$ cat src/rtl/axis_depacketize.sv
// axis_depacketize
//   Receive-side deframer for a tlast-framed AXI-Stream. Each beat passes
//   through a one-stage register slice and is tagged with first/last. Packets
//   are closed by tlast, by reaching PKT_SIZE beats (oversize), or by running
//   MAX_CLK_CYCLES_PER_PKT-1 cycles since the first beat (timeout). Each close
//   is reported as a one-cycle pkt_done pulse with the length and error flags.
//
//   Optional build macro: AXIS_DEPKT_STATS_EN adds saturating 32-bit packet,
//   oversize and timeout counters.
//
// Ports
//   clk, arstn                 clock, asynchronous active-low reset
//   s_tdata/tvalid/tready/tlast upstream AXI-Stream
//   m_tdata/tvalid/tready      registered downstream AXI-Stream
//   m_tfirst, m_tlast          beat opens / closes its packet
//   pkt_done                   one-cycle close pulse
//   pkt_len                    beats in the closed packet (with pkt_done)
//   pkt_err_oversize/timeout   close reason flags (with pkt_done)
//   stat_pkts/oversize/timeout statistics (AXIS_DEPKT_STATS_EN only)
//
// State  | meaning
// IDLE   | between packets; next accepted beat is first of a packet
// IN_PKT | packet open; counting beats and cycles since first beat

module axis_depacketize #(
    parameter int DATA_WIDTH             = 8,
    parameter int PKT_SIZE               = 4,
    parameter int MAX_CLK_CYCLES_PER_PKT = 10
) (
    input  logic                            clk,
    input  logic                            arstn,
    input  logic [DATA_WIDTH-1:0]           s_tdata,
    input  logic                            s_tvalid,
    output logic                            s_tready,
    input  logic                            s_tlast,
    output logic [DATA_WIDTH-1:0]           m_tdata,
    output logic                            m_tvalid,
    input  logic                            m_tready,
    output logic                            m_tfirst,
    output logic                            m_tlast,
    output logic                            pkt_done,
    output logic [$clog2(PKT_SIZE+1)-1:0]   pkt_len,
    output logic                            pkt_err_oversize,
    output logic                            pkt_err_timeout
`ifdef AXIS_DEPKT_STATS_EN
    ,
    output logic [31:0]                     stat_pkts,
    output logic [31:0]                     stat_oversize,
    output logic [31:0]                     stat_timeout
`endif
);

    localparam int LEN_W = $clog2(PKT_SIZE+1);
    localparam int CNT_W = $clog2(MAX_CLK_CYCLES_PER_PKT+1);
    localparam logic [LEN_W-1:0] PKT_SIZE_L = LEN_W'(PKT_SIZE);
    localparam logic [CNT_W-1:0] CLK_LIMIT  = CNT_W'(MAX_CLK_CYCLES_PER_PKT-1);

    typedef enum logic {IDLE, IN_PKT} state_t;

    state_t           state, state_next;
    logic [LEN_W-1:0] beat_cnt;
    logic [CNT_W-1:0] clk_cnt;
    logic [LEN_W-1:0] beat_cnt_inc;
    logic             accept;
    logic             close_tlast, close_over, close_time, close;

    assign s_tready = !m_tvalid || m_tready;
    assign accept   = s_tvalid && s_tready;

    // Count including the beat being accepted this cycle.
    assign beat_cnt_inc = (state == IDLE) ? LEN_W'(1) : beat_cnt + LEN_W'(1);

    assign close_tlast = accept && s_tlast;
    assign close_over  = accept && !s_tlast && (beat_cnt_inc == PKT_SIZE_L);
    assign close_time  = (state == IN_PKT) && (clk_cnt == CLK_LIMIT);
    assign close       = close_tlast || close_over || close_time;

    always_ff @(posedge clk or negedge arstn) begin
        if (!arstn) state <= IDLE;
        else        state <= state_next;
    end

    always_comb begin
        state_next = state;
        case (state)
            IDLE:    if (accept && !close) state_next = IN_PKT;
            IN_PKT:  if (close)            state_next = IDLE;
            default: state_next = IDLE;
        endcase
    end

    // Beat and cycle counters. The cycle counter runs regardless of
    // backpressure, so a long downstream stall can time a packet out.
    always_ff @(posedge clk or negedge arstn) begin
        if (!arstn) begin
            beat_cnt <= '0;
            clk_cnt  <= CNT_W'(1);
        end else if (close) begin
            beat_cnt <= '0;
            clk_cnt  <= CNT_W'(1);
        end else if (state == IDLE) begin
            if (accept) begin
                beat_cnt <= LEN_W'(1);
                clk_cnt  <= CNT_W'(1);
            end
        end else begin
            if (accept)              beat_cnt <= beat_cnt_inc;
            if (clk_cnt < CLK_LIMIT) clk_cnt  <= clk_cnt + CNT_W'(1);
        end
    end

    // Register slice. Any close that coincides with an accepted beat makes
    // that beat the last one, so m_tlast simply follows close.
    always_ff @(posedge clk or negedge arstn) begin
        if (!arstn) begin
            m_tdata  <= '0;
            m_tvalid <= 1'b0;
            m_tfirst <= 1'b0;
            m_tlast  <= 1'b0;
        end else if (accept) begin
            m_tdata  <= s_tdata;
            m_tvalid <= 1'b1;
            m_tfirst <= (state == IDLE);
            m_tlast  <= close;
        end else if (m_tready) begin
            m_tvalid <= 1'b0;
        end
    end

    // Packet report. Registered alongside the slice so pkt_done coincides
    // with the final beat's first cycle on m_*.
    always_ff @(posedge clk or negedge arstn) begin
        if (!arstn) begin
            pkt_done         <= 1'b0;
            pkt_len          <= '0;
            pkt_err_oversize <= 1'b0;
            pkt_err_timeout  <= 1'b0;
        end else begin
            pkt_done <= close;
            if (close) begin
                pkt_len          <= accept ? beat_cnt_inc : beat_cnt;
                pkt_err_oversize <= close_over;
                pkt_err_timeout  <= close_time;
            end
        end
    end

`ifdef AXIS_DEPKT_STATS_EN
    always_ff @(posedge clk or negedge arstn) begin
        if (!arstn) begin
            stat_pkts     <= '0;
            stat_oversize <= '0;
            stat_timeout  <= '0;
        end else if (pkt_done) begin
            if (stat_pkts != '1)
                stat_pkts <= stat_pkts + 32'd1;
            if (pkt_err_oversize && stat_oversize != '1)
                stat_oversize <= stat_oversize + 32'd1;
            if (pkt_err_timeout && stat_timeout != '1)
                stat_timeout <= stat_timeout + 32'd1;
        end
    end
`endif

endmodule

$ cat config.mk
export PLATFORM = sky130hd
export DESIGN_NAME = axis_depacketize
export DESIGN_NICKNAME = d
export VERILOG_FILES = /design/src/rtl/axis_depacketize.sv
export SDC_FILE = /design/constraint.sdc
export NUM_CORES = 1
export LEC_CHECK = 0
export CAP_MARGIN = 20
export CORE_UTILIZATION = 40
export DETAILED_ROUTE_END_ITERATION = 10
export DONT_BUFFER_PORTS = 1
export HOLD_SLACK_MARGIN = 0.12
export SYNTH_ARGS = -nofsm -noshare
export SYNTH_HDL_FRONTEND = slang
export SYNTH_SLANG_ARGS = --single-unit
$ cat constraint.sdc
create_clock -name clk -period 5.05 [get_ports clk]
set_clock_uncertainty 0.05 [all_clocks]
set_input_delay 0.505 -clock clk [delete_from_list [all_inputs] [get_ports clk]]
set_output_delay 0.505 -clock clk [all_outputs]
set_load 0.01 [all_outputs]
==> impl_metrics.tcl, run 1 <==
set metrics [dict create \
    cpPeakStageDelay_ps 440 \
    cts_max_path_buffers 2 \
    cp-start-kind "flip-flop" \
    io_pins 31 \
    die_h_um 56.00 \
    yosysWarnings 0 \
    grt_pass1_wl_mm 3.698 \
    cts_tree "yes" \
    hp-class "input pin to flip-flop" \
    powerDensity_nw_per_um2 487.5 \
    gp_congestion 0.7061 \
    post-place-ws_ps 2859 \
    vias 800 \
    stdcell_count 148 \
    num-fill-cells 263 \
    die_x_um 56.00 \
    grt_use_total 0.1526 \
    yosysTopAreaCell "dfrtp_1" \
    first_pass_iters 3 \
    utilization 0.4528 \
    reg2reg_depth 4 \
    crit_chain "nand2b_1, nand2_1, o21ai_4, mux2_2" \
    coreArea_um2 2758 \
    cts_root_buffer "clkbuf_4" \
    syn_area_um2 1166 \
    ys_top_cells_by_area "dfrtp_1 (52%), nand2_1 (10%), ha_1 (4.3%)" \
    grt_max_degree 26 \
    irDropWorstVdd_mv 0.2513 \
    worstPathRequired_ps 5220 \
    p_leak_nw 0.5973 \
    setup_viol 0 \
    layout-drive-gt1-share 0.09402 \
    ys_seq_elements 25 \
    drc 0 \
    period_needed_ps 2091 \
    critPathTopFamily "simple AND/OR/NAND/NOR gates" \
    status "complete, no violations" \
    hpwl_mm 1.554 \
    yosysSeqAreaShare 0.5376 \
    reg2reg_from "m_tvalid$_DFFE_PN0P_" \
    gr-total-overflow 0 \
    rows 19 \
    timing.setup.tns_ps 0 \
    syn_nets 132 \
    regArea_um2 626.9 \
    async_flop_share 1.000 \
    start_util 0.4229 \
    synth_most_common_cell "nand2_1" \
    grt_pass1_vias 767 \
    place_inst 142 \
    wl_met3_um 93 \
    holdPathStages 1 \
    wl_per_cell_um 14.85 \
    htreeDepth 1 \
    critPathKind "flip-flop to flip-flop" \
    finalHoldViolCount 0 \
    ys_top_cells_by_count "nand2_1 (31), dfrtp_1 (24), inv_1 (5), o21ai_0 (5)" \
    multi_input_area_um2 504.2 \
    portBuffers 0 \
    yosys.area.top_type_share 0.5150 \
    clock_latency_ps 320 \
    rsz0062_at_grt "false" \
    die-area_um2 3135 \
    ys_types 34 \
    r2r_end "pkt_len[2]$_DFFE_PN0N_" \
    ys.flop_type "dfrtp_1" \
    antenna_found_initial 0 \
    post-cts-setup-buffers 0 \
    crit_fanout 18 \
    cap_violations 0 \
    diodes 0 \
    final_net_count 135 \
    hold_start "s_tlast" \
    syn2layout_area_growth_pct 7.082 \
    wl_met2_mm 1.039 \
    cts_buffers 3 \
    cpMaxStageDelayCell "dfrtp_1" \
    setup_slack_ps 2959 \
    syn_avg_cell_area_um2 10.14 \
    dr.first_iter.drc_count 19 \
    ant_nets 0 \
    crit_path_end_kind "flip-flop" \
    wl_met1_mm 1.028 \
    slew_viol_final 0 \
    p_total_mw 0.6087 \
    cp_num_cells 4 \
    synth_cells 115 \
    worst_pin_slew_ps 739.4 \
    maxUsedRoutingLayer "met4" \
    finalCritPeriodShare 0.4140 \
    hold_path_end "pkt_err_oversize$_DFFE_PN0N_" \
    maxSlewHeadroom 0.5068 \
    crit_buf_inv 0 \
    routed_wl_mm 2.198 \
    vias_per_cell 5.405 \
    cts_sinks 25 \
    cp.arrival_ps 2260 \
    clock.fmax_ghz 0.4783 \
    path_clk_slew_ps 140 \
    rrSetupSlack_ps 2960 \
    synth_edf_count 0 \
]
==> area by class of cell <==
| type | count | area share |
|---|---|---|
| Sequential cell | 25 | 0.5020 |
| Multi-Input combinational cell | 81 | 0.4038 |
| Tap cell | 31 | 0.03106 |
| Timing Repair Buffer | 2 | 0.02405 |
| Clock buffer | 3 | 0.01804 |
| Inverter | 5 | 0.01503 |
| Clock inverter | 1 | 0.006012 |
==> report_power, final <==
part / leakage, nW / internal, mW / switching, mW
logic: 0.273 / 0.0882 / 0.0948
registers: 0.310 / 0.261 / 0.0743
clock network: 0.0139 / 0.0303 / 0.0604
total: 0.597 / 0.379 / 0.230
==> cells by family (layout without fill, tap and decap cells) <==
group                      after synthesis  after routing  share of synthesized area
xor gates and xnor gates                 1              1                   0.007512
AOI/OAI and AO/OA                       27             27                     0.1706
and+or+nand+nor                         46             46                     0.1824
DFF                                     25             25                     0.5376
buffers and inverters                    9             11                    0.03004
adders and majority gates                4              4                    0.04292
muxes                                    3              3                    0.02897
==> sequential cells by signal, indices dropped and copies added, names as in the netlist <==
name,cells
m_tdata,8
m_tfirst,1
pkt_done,1
beat_cnt,3
state,1
pkt_err_timeout,1
pkt_err_oversize,1
clk_cnt,4
pkt_len,3
m_tlast,1
m_tvalid,1
==> cell usage in the layout (no fill, tap or decap), types with 2 or more instances in the layout <==
cell type	synthesis	final
a21oi_1	4	4
a221oi_1	2	2
a31oi_1	3	3
and2b_1	3	3
and3_1	2	2
clkbuf_4	0	3
dfrtp_1	24	24
ha_1	4	4
inv_1	5	5
mux2_2	3	3
nand2_1	31	31
nand2b_1	2	2
nor2_1	2	2
nor2b_1	2	2
o21ai_0	5	5
o22ai_1	2	2
==> metal layers <==
layer  global-route usage  up-vias
met2               0.2313       15
met1               0.2131      378
met3              0.03256        4
li1                     -      403
met4              0.06272        0
met5                    0        -
==> repair_timing <==
action	4_1_cts	5_1_grt
hold buffers	2	0
resized for setup	0	0
endpoints found under the hold margin	25	0
setup endpoints to repair	0	0
==> worst max-delay path by stage <==
stage,from,to,slack [ps]
6_report,m_tvalid$_DFFE_PN0P_,pkt_len[2]$_DFFE_PN0N_,2960
5_1_grt,m_tvalid$_DFFE_PN0P_,pkt_len[1]$_DFFE_PN0N_,2820
4_1_cts,m_tvalid$_DFFE_PN0P_,pkt_len[2]$_DFFE_PN0N_,2950
3_5_place_dp,m_tready,pkt_len[2]$_DFFE_PN0N_,2860
3_3_place_gp,m_tready,pkt_len[1]$_DFFE_PN0N_,2910
2_1_floorplan,beat_cnt[0]$_DFFE_PN0P_,pkt_len[0]$_DFFE_PN0N_,3280
==> stage by stage <==
step,area [um^2],hold WS [ps]
after CTS,1249,192.6
after detailed placement,1189,160.6
final,1249,204.9
after global placement,1189,160.4
after global routing,1249,180.1
after floorplan,1166,159.4
Note: power is estimated with default switching activity, not from simulation.
==> run 2: changes to the inputs <==
- clock period: 5.05 -> 1.8 ns (I/O delays scaled with it)
==> impl_metrics.tcl, run 2 (synthesis results as in run 1) <==
set metrics [dict create \
    status "complete, no violations" \
    coreArea_um2 2758 \
    cp.arrival_ps 1850 \
    final_net_count 154 \
    crit_fanout 5 \
    gr-total-overflow 0 \
    cts_root_buffer "clkbuf_4" \
    rrSetupSlack_ps 100 \
    multi_input_area_um2 526.8 \
    die-area_um2 3135 \
    maxSlewHeadroom 0.7787 \
    portBuffers 0 \
    crit_chain "ha_4, nor2b_2, a31oi_2, o21ai_4, mux2_2" \
    regArea_um2 626.9 \
    design_area_um2 1435 \
    finalCritPeriodShare 0.9421 \
    intPower_mw 1.157 \
    setup_slack_ps 104.2 \
    setup_viol 0 \
    htreeDepth 1 \
    cts_tree "yes" \
    dr.first_iter.drc_count 30 \
    dpl_cell_area_um2 1256 \
    routed_wl_mm 2.262 \
    setup.worst_path.start "beat_cnt[0]$_DFFE_PN0P_" \
    reg2reg_depth 5 \
    p_leak_nw 0.6832 \
    die_x_um 56.00 \
    rsz0062_at_grt "false" \
    antenna_found_initial 0 \
    power_frac_seq 0.515 \
    cts_buffers 3 \
    stdcell_count 167 \
    vias 869 \
    finalHoldViolCount 0 \
    p_total_mw 1.807 \
    num-fill-cells 239 \
    irDropWorstVdd_mv 0.6487 \
    reg.largest.list "m_tdata: 8 flops, clk_cnt: 4 flops" \
    powerDensity_nw_per_um2 1259 \
    cpPeakStageDelay_ps 430 \
    p_sw_mw 0.6509 \
    reg2reg_from "beat_cnt[0]$_DFFE_PN0P_" \
    worst_pin_slew_ps 329.1 \
    start_util 0.4229 \
    hold_ws_ps 162.4 \
    crit_buf_inv 0 \
    largest-register "m_tdata" \
    timing.setup.tns_ps 0 \
    syn2layout_area_growth_pct 23.07 \
    grt_use_total 0.1573 \
    path_clk_slew_ps 120 \
    crit_path_end_kind "flip-flop" \
    swShare 0.3601 \
    drc 0 \
    critPathKind "flip-flop to flip-flop" \
    cpMaxStageDelayCell "dfrtp_1" \
    hpwl_mm 1.678 \
    cts_max_path_buffers 2 \
    gp_congestion 0.8586 \
    hp-class "input pin to flip-flop" \
    grt_max_degree 26 \
    rows 19 \
    grt_pass1_vias 840 \
    utilization 0.5204 \
    first_pass_iters 4 \
    critPathTopFamily "flip-flops" \
    cp-endpoint "pkt_len[2]$_DFFE_PN0N_" \
    largest_reg_flops 8 \
    place_inst 151 \
    r2r_end "pkt_len[2]$_DFFE_PN0N_" \
    diodes 0 \
    cp-start-kind "flip-flop" \
    period_needed_ps 1696 \
    clock_power_share 0.129 \
    ant_nets 0 \
    wl_per_cell_um 13.54 \
    grt_pass1_wl_mm 3.815 \
    die_h_um 56.00 \
    cts_sinks 25 \
    combPwrFrac 0.357 \
    clock.fmax_ghz 0.5897 \
    mostFrequentLayoutCell "nand2_1" \
    layout-drive-gt1-share 0.1618 \
    worstPathRequired_ps 1950 \
    cp_num_cells 5 \
    clock_latency_ps 300 \
    io_pins 31 \
    slew_viol_final 0 \
    cap_violations 0 \
    vias_per_cell 5.204 \
    post-place-ws_ps 17.44 \
    layout_common_cells "nand2_1 (31), dfrtp_1 (24), dlygate4sd3_1 (11)" \
]
[run 2: layer usage]
layer / vias to the layer above / part of all wire / GRT usage
met3: 2 / 0.050 / 0.04651
li1: 437 / - / -
met2: 16 / 0.49 / 0.2602
met5: - / 0 / 0
met4: 0 / 0.0075 / 0.04181
met1: 414 / 0.45 / 0.2022
[run 2: how the worst min path moves through the flow]
| stage | from | to | slack [ps] | depth (start not counted) |
|---|---|---|---|---|
| finish | s_tvalid | beat_cnt[0]$_DFFE_PN0P_ | 160 | 3 |
| global route | m_tready | m_tvalid$_DFFE_PN0P_ | 160 | 3 |
| CTS | s_tvalid | beat_cnt[0]$_DFFE_PN0P_ | 150 | 3 |
| detailed placement | arstn | clk_cnt[3]$_DFFE_PN0P_ | -160 | 0 |
| global placement | arstn | clk_cnt[2]$_DFFE_PN0P_ | -160 | 0 |
| floorplan | arstn | beat_cnt[0]$_DFFE_PN0P_ | -170 | 0 |
[run 2: final cells by class]
class / count / area share
inverter: 5 / 0.01308
clock buffer: 4 / 0.01831
timing repair buffer: 21 / 0.1378
sequential: 25 / 0.4368
tap: 31 / 0.02703
multi-input combinational: 81 / 0.3670
[run 2: what timing repair did]
action / 4_1_cts / 5_1_grt
resized for setup: 0 / 3
buffers inserted: 0 / 0
endpoints found under the setup margin: 0 / 8
hold buffers: 12 / 0
endpoints found under the hold margin: 36 / 0
[run 2: worst reg2reg max path, stage by stage, from the launching register on]
cell and delay (ps):
dfrtp_1 430, ha_4 260, nor2b_2 140, a31oi_2 140, o21ai_4 230, mux2_2 350
[run 2: power groups by stage]
stage / registers (mW) / logic [mW] / clock network [mW]
after floorplan: 0.893 / 0.437 / 0
after global placement: 0.934 / 0.562 / 0
after detailed placement: 0.932 / 0.582 / 0
after CTS: 0.921 / 0.619 / 0.246
after global routing: 0.962 / 0.729 / 0.264
final: 0.931 / 0.644 / 0.232
